--- config.mk ---
export PLATFORM = sky130hd
export DESIGN_NAME = moving_sum_flat
export DESIGN_NICKNAME = d
export VERILOG_FILES = /design/src/rtl/moving_sum_if.sv /design/src/rtl/moving_sum.sv /design/src/flat_wrapper.sv
export SDC_FILE = /design/constraint.sdc
export NUM_CORES = 1
export LEC_CHECK = 0
export ABC_CLOCK_PERIOD_IN_PS = 11000
export BUFFER_PORTS_ARGS = -buffer_cell sky130_fd_sc_hd__buf_4
export CAP_MARGIN = 20
export CELL_PAD_IN_SITES_DETAIL_PLACEMENT = 0
export CELL_PAD_IN_SITES_GLOBAL_PLACEMENT = 1
export CORE_MARGIN = 2
export CORE_UTILIZATION = 44
export CTS_BUF_LIST = sky130_fd_sc_hd__clkbuf_8 sky130_fd_sc_hd__clkbuf_16
export CTS_CLUSTER_DIAMETER = 120
export DETAILED_ROUTE_END_ITERATION = 10
export MAX_ROUTING_LAYER = met4
export PLACE_DENSITY_LB_ADDON = 0.1
export SLEW_MARGIN = 40
export SYNTH_ARGS = -nofsm -noshare
export SYNTH_HDL_FRONTEND = slang
export SYNTH_SLANG_ARGS = --single-unit
--- constraint.sdc ---
create_clock -name clk -period 11 [get_ports clk]
set_input_delay 0.55 -clock clk [delete_from_list [all_inputs] [get_ports clk]]
set_output_delay 0.55 -clock clk [all_outputs]
set_load 0.02 [all_outputs]
--- src/rtl/moving_sum_if.sv ---
// Sample/window bus between the stream source and the moving_sum accumulator.
interface moving_sum_if #(
    parameter int unsigned DW  = 8,
    parameter int unsigned LEN = 4
);
    localparam int unsigned SW = DW + $clog2(LEN);

    logic          en;
    logic          clr;
    logic [DW-1:0] din;
    logic [DW-1:0] din_dly;
    logic [SW-1:0] sum;
    logic [DW-1:0] avg;
    logic          valid;

    modport master (
        output en, clr, din, din_dly,
        input  sum, avg, valid
    );

    modport slave (
        input  en, clr, din, din_dly,
        output sum, avg, valid
    );
endinterface

--- src/rtl/moving_sum.sv ---
// Windowed running sum and rounded mean over the last LEN accepted samples,
// fed by a matching-length delay chain that supplies the sample leaving the window.
module moving_sum #(
    parameter int unsigned DW  = 8,
    parameter int unsigned LEN = 4
) (
    input  logic         clk,
    input  logic         rst,
    moving_sum_if.slave  bus
);
    localparam int unsigned SW = DW + $clog2(LEN);
    localparam int unsigned LW = $clog2(LEN);
    localparam int unsigned FW = $clog2(LEN + 1);
    localparam logic [FW-1:0] FULL = FW'(LEN);
    localparam logic [SW-1:0] HALF = SW'(LEN / 2);

    if ((LEN < 2) || ((LEN & (LEN - 1)) != 0)) begin : g_len_check
        $error("moving_sum: LEN must be a power of two and >= 2");
    end

    logic [SW-1:0] sum_q, sum_n;
    logic [DW-1:0] avg_q, avg_n;
    logic          valid_q, valid_n;
    logic [FW-1:0] fill_q, fill_n;
    logic [SW-1:0] sub;
    logic [SW-1:0] rnd;

    // Next-state: din_dly only leaves the window once the window is full,
    // so stale chain contents after reset/clr are never subtracted.
    always_comb begin
        sum_n   = sum_q;
        avg_n   = avg_q;
        valid_n = valid_q;
        fill_n  = fill_q;
        sub     = '0;
        rnd     = '0;
        if (bus.clr) begin
            sum_n   = '0;
            avg_n   = '0;
            valid_n = 1'b0;
            fill_n  = '0;
        end else if (bus.en) begin
            sub     = (fill_q == FULL) ? SW'(bus.din_dly) : '0;
            sum_n   = sum_q + SW'(bus.din) - sub;
            fill_n  = (fill_q == FULL) ? FULL : fill_q + FW'(1);
            valid_n = (fill_n == FULL);
            rnd     = sum_n + HALF;
            avg_n   = DW'(rnd >> LW);
        end
    end

    always_ff @(posedge clk) begin
        if (rst) begin
            sum_q   <= '0;
            avg_q   <= '0;
            valid_q <= 1'b0;
            fill_q  <= '0;
        end else begin
            sum_q   <= sum_n;
            avg_q   <= avg_n;
            valid_q <= valid_n;
            fill_q  <= fill_n;
        end
    end

    assign bus.sum   = sum_q;
    assign bus.avg   = avg_q;
    assign bus.valid = valid_q;
endmodule

--- src/flat_wrapper.sv ---
// flat-port wrapper written by rule: the top's interface ports become plain ports
module moving_sum_flat 
#(
    parameter int unsigned DW  = 8,
    parameter int unsigned LEN = 4
)
  (clk, rst, bus_en, bus_clr, bus_din, bus_din_dly, bus_sum, bus_avg, bus_valid);
  moving_sum_if #(.DW(DW), .LEN(LEN)) bus_i ();
  input  logic clk;
  input  logic rst;
  input wire logic [$bits(bus_i.en)-1:0] bus_en;
  input wire logic [$bits(bus_i.clr)-1:0] bus_clr;
  input wire logic [$bits(bus_i.din)-1:0] bus_din;
  input wire logic [$bits(bus_i.din_dly)-1:0] bus_din_dly;
  output wire logic [$bits(bus_i.sum)-1:0] bus_sum;
  output wire logic [$bits(bus_i.avg)-1:0] bus_avg;
  output wire logic [$bits(bus_i.valid)-1:0] bus_valid;
  assign bus_i.en = bus_en;
  assign bus_i.clr = bus_clr;
  assign bus_i.din = bus_din;
  assign bus_i.din_dly = bus_din_dly;
  assign bus_sum = bus_i.sum;
  assign bus_avg = bus_i.avg;
  assign bus_valid = bus_i.valid;
  moving_sum #(.DW(DW), .LEN(LEN)) u_core (.clk(clk), .rst(rst), .bus(bus_i));
endmodule
**Word level (Yosys, flattened, before mapping)**

Index checks and enable logic that the tools add are counted.

- $add $sub $neg: 4
- $mul: 0
- Div/mod/pow operators: 0
- $lt $le $gt $ge: 0
- Eq/ne operators: 2
- Shift operators: 0
- Mux-type cells: 2
- Bitwise logic cells: 0
- Reduce and logical (&&, ||, !) cells: 1

Operators by type and width:

| operator | number |
|---|---|
| 10-bit by 2-bit adder with 10-bit output, second input constant | 1 |
| 10-bit by 8-bit adder with 10-bit output | 1 |
| 10-bit subtractor | 1 |
| 8-bit 2-to-1 mux | 1 |
| 3-bit equality test, second input constant | 2 |
| 3-bit by 1-bit adder with 3-bit output, second input constant | 1 |
| 3-bit 2-to-1 mux | 1 |
| 2-bit OR reduction | 1 |

- Register bits: 22
- Latch bits: 0
- Memory bits (writable): 0
- Bits in read-only memories: 0
- Input bits: 20
- Output and inout port bits: 19
- Logic and storage cells: 13
- Memories: 0

**Depth between registers and ports, before layout**

- Depth after elaboration: 4
- Mapped depth: 15
- Depth with buffers taken out: 14

**Worst setup path before layout**

No wires, ideal clock.

- Path kind: reg-to-reg
- From: register u_core.fill_q[0]
- To: register u_core.avg_q[7], in the netlist u_core.bus.avg[7]
- Library setup time: 0.115 ns
- Arrival: 3.663 ns
- Required time: 10.885 ns
- Setup slack: 7.222 ns
- Stages on the path, launching flop included: 15
- Buffers on the path: 1
- Period minus slack after synthesis: 3.778 ns
- Path through: dfxtp_1 inv_1 ha_1 clkbuf_1 and3_1 fa_1 inv_1 fa_1 xor2_2 ha_1 or4b_4 a211oi_4 nand3_2 o41ai_2 o21ba_1

- Longest elaborated chain between the ends: 4

RTL lines:

| item | line | source |
|---|---|---|
| start: declaration | moving_sum.sv:24 | `logic [FW-1:0] fill_q, fill_n;` |
| start signal: assignment | moving_sum.sv:62 | `fill_q <= fill_n;` |
| 3-bit equality test | moving_sum.sv:43 | `sub = (fill_q == FULL) ? SW'(bus.din_dly) : '0;` |
| 8-bit 2-to-1 mux | moving_sum.sv:43 |  |
| 10-bit subtractor | moving_sum.sv:44 | `sum_n = sum_q + SW'(bus.din) - sub;` |
| 10-bit by 2-bit adder with 10-bit output | moving_sum.sv:47 | `rnd = sum_n + HALF;` |
| end signal: assignment | moving_sum.sv:60 | `avg_q <= avg_n;` |
| end: declaration | moving_sum.sv:22 | `logic [DW-1:0] avg_q, avg_n;` |

No other way between the ends.
A chain may end at the register's enable or synchronous reset.

**Worst setup path in the final report**

Same ends and word-level chain as after synthesis.

==> impl_metrics.env <==
export IMPL_path_max_fanout=11
export IMPL_yosysUniqueCellTypes=49
export IMPL_worst_pin_slew_ns=0.553
export IMPL_path_clk_slew_ns=0.09
export IMPL_dr_pass1_iters=4
export IMPL_slew_viol_final=0
export IMPL_cellPowerDensity_nw_per_um2=136
export IMPL_clockPowerShare_pct=25.6
export IMPL_core_area_sq_um=4060
export IMPL_status="complete, no violations"
export IMPL_syn_area_sq_um=1870
export IMPL_fin_crit_sh_pct=35.9
export IMPL_viasPerCell=5.10
export IMPL_period_needed_ns=3.95
export IMPL_power_frac_comb_pct=45.4
export IMPL_syn_to_final_growth_pct=20.5
export IMPL_ys_warn_count=0
export IMPL_critPathLaunchType="flop"
export IMPL_synth_main_ff_cell="dfxtp_1"
export IMPL_drc=0
export IMPL_seqCellArea_sq_um=440
export IMPL_synth_most_common_cell="inv_1"
export IMPL_antenna_found_initial=0
export IMPL_insertion_delay_ns=0.27
export IMPL_synth_async_sr_flop_share_pct=0
export IMPL_grt_start_max_net_pins=31
export IMPL_place_area_sq_um=2180
export IMPL_hpwlAfterDp_um=3070
export IMPL_final_area_sq_um=2260
export IMPL_die_y_um=69.2
export IMPL_synth_top_area_cell="dfxtp_1"
export IMPL_peakVddDrop_v=0.0000842
export IMPL_fin_nets=291
export IMPL_crit_family="adder cells"
export IMPL_drive_above_1_share_pct=22.1
export IMPL_critical_path_max_stage_delay_ns=0.49
export IMPL_synth_edff_count=0
export IMPL_routed_wl_um=3950
export IMPL_start_util_pct=46.1
export IMPL_multi_input_area_sq_um=1260
export IMPL_grt_remaining_overflow=0
export IMPL_ant_nets=0
export IMPL_crit_chain="inv_1 -> ha_1 -> and3_1 -> fa_1 -> inv_1 -> fa_1 -> xor2_2 -> ha_1 -> or4b_4 -> a211oi_4 -> nand3_2 -> o41ai_2 -> o21ba_1"
export IMPL_cts_root_buf="clkbuf_8"
export IMPL_synth_top_area_share_pct=23.5
export IMPL_avgSynthCellArea_sq_um=8.67
export IMPL_slowest_stage="fa_1"
export IMPL_placementRows=23
export IMPL_finalSetupViolations=0
export IMPL_dr_total_vias=1526
export IMPL_dieArea_sq_um=4790
export IMPL_dieWidth_um=69.2
export IMPL_hold_buffers=0
export IMPL_post_cts_setup_buffer_count=0
export IMPL_gp_congestion=0.800
export IMPL_synth_seq_cells=22
export IMPL_critPathBufInv=2
export IMPL_maxCapViolCount=0
export IMPL_syn_nets=257
export IMPL_ys_top_cells_by_area="dfxtp_1 24%, ha_1 8.7%, fa_1 8.6%"
export IMPL_drt_iter0_markers=43
export IMPL_numPortBuffers=38
export IMPL_fill_cells=390
export IMPL_tns_ns=0
export IMPL_grt_pass1_wl_um=6990
export IMPL_grt_pass1_vias=1522
export IMPL_cts_tree="built"
export IMPL_relSlewSlack_pct=63.1
export IMPL_crit_arrival_ns=4.12
export IMPL_cts_max_level=1
export IMPL_synth_common_cells="37 x inv_1, 24 x nor2_1, 22 x dfxtp_1, 14 x mux2i_1, 13 x ha_1"
export IMPL_antennaDiodeCount=0
export IMPL_wire_per_inst_um=13.2
export IMPL_io_pins=39
export IMPL_cp_end_kind="flop"
export IMPL_switchingPower_uw=112
export IMPL_criticalPathCategory="flop to flop"
export IMPL_max_freq_ghz=0.253
export IMPL_cts_buffers=3
export IMPL_grt_use_total_pct=18.3
export IMPL_leakagePower_uw=0.00109
export IMPL_critical_path_required_ns=11.17
export IMPL_syn_inst=216
export IMPL_hold_path_class="flop to flop"
export IMPL_ys_seq_area_share_pct=23.5
export IMPL_p_seq_share_pct=29.0
export IMPL_clock_sinks=22
export IMPL_sw_frac_of_total_pct=36.7
export IMPL_cts_path_max_buffers=2
export IMPL_p_int_uw=193
export IMPL_skew_ns=0.00138
export IMPL_hold_viol=0
export IMPL_cts_resized_gates=0
export IMPL_grt_setup_unrepaired="false"
worst paths after layout:
path,start,end,slack [ns],cells after the start
hold reg to reg,u_core.bus.avg[3],u_core.bus.avg[3],0.49,2
setup / recovery,u_core.fill_q[0],u_core.bus.avg[7],7.05,13
setup reg to reg,u_core.fill_q[0],u_core.bus.avg[7],7.05,13
hold / removal,u_core.bus.avg[3],u_core.bus.avg[3],0.49,2
final cells by class:
cell class / instances / share of cell area (%)
clock buffers: 3 / 1.83
multi-input cells: 148 / 55.7
clock inverters: 1 / 1.33
inverters: 37 / 6.16
repair buffers: 38 / 12.6
flip-flops and latches: 22 / 19.5
well taps: 50 / 2.77
layout by cell type (no fill, tap or decap), drive strengths merged, types with 6 or more instances in the layout:
cell type   n
a211oi      8
a21oi      12
and3        9
buf        38
dfxtp      22
fa          8
ha         13
inv        37
mux2i      14
nor2       24
xnor2       6
xor2        7
cells by family (layout without fill, tap and decap cells):
family,after synthesis,after routing,synth area share [%]
compound gates,40,40,16.7
flops,22,22,23.5
xor+xnor,13,13,7.49
fa+ha+maj,21,21,17.2
buf+inv,46,79,9.29
simple gates,59,59,17.6
mux,15,15,8.09
layer usage:
layer	global-route usage, %	share of wire (%)	up-vias	wire (um)
met3	2.47	3.5	2	138
met1	26.3	52	704	2060
met2	26.9	43	25	1710
met5	-	0	-	0
met4	5.23	0.81	0	32
li1	-	-	795	-
flip-flops by register name, summed over array words and instances, names as in the netlist:
register / flops
u_core.bus.sum: 10
u_core.bus.avg: 8
u_core.fill_q: 3
u_core.bus.valid: 1
power groups by stage:
stage	Sequential (uW)	Clock [uW]	Combinational [uW]
3_3_place_gp	90.5	0	139
4_1_cts	88.7	80.7	140
6_report	88.6	78.3	139
5_1_grt	89.7	85.0	155
2_1_floorplan	96.0	0	99.5
3_5_place_dp	90.5	0	139
through the flow:
stage / hold WS (ns) / utilization [%] / power [uW] / setup slack [ns] / cells
global placement: 0.474 / 53.8 / 230 / 7.10 / 295
finish: 0.490 / 55.6 / 306 / 7.05 / 299
floorplan: 0.487 / - / 195 / 7.22 / 216
detailed placement: 0.481 / 53.8 / 230 / 7.03 / 295
global route: 0.522 / 55.6 / 330 / 6.77 / 299
CTS: 0.499 / 55.6 / 310 / 7.01 / 299
tightest hold or removal path: cells and delay by family, from the launching register on:
family | cells | cell delay (ns)
flip-flops | 1 | 0.32
AND/OR/NAND/NOR | 1 | 0.08
AO/OA/AOI/OAI | 1 | 0.05
Power figures use the tool's default switching activity.
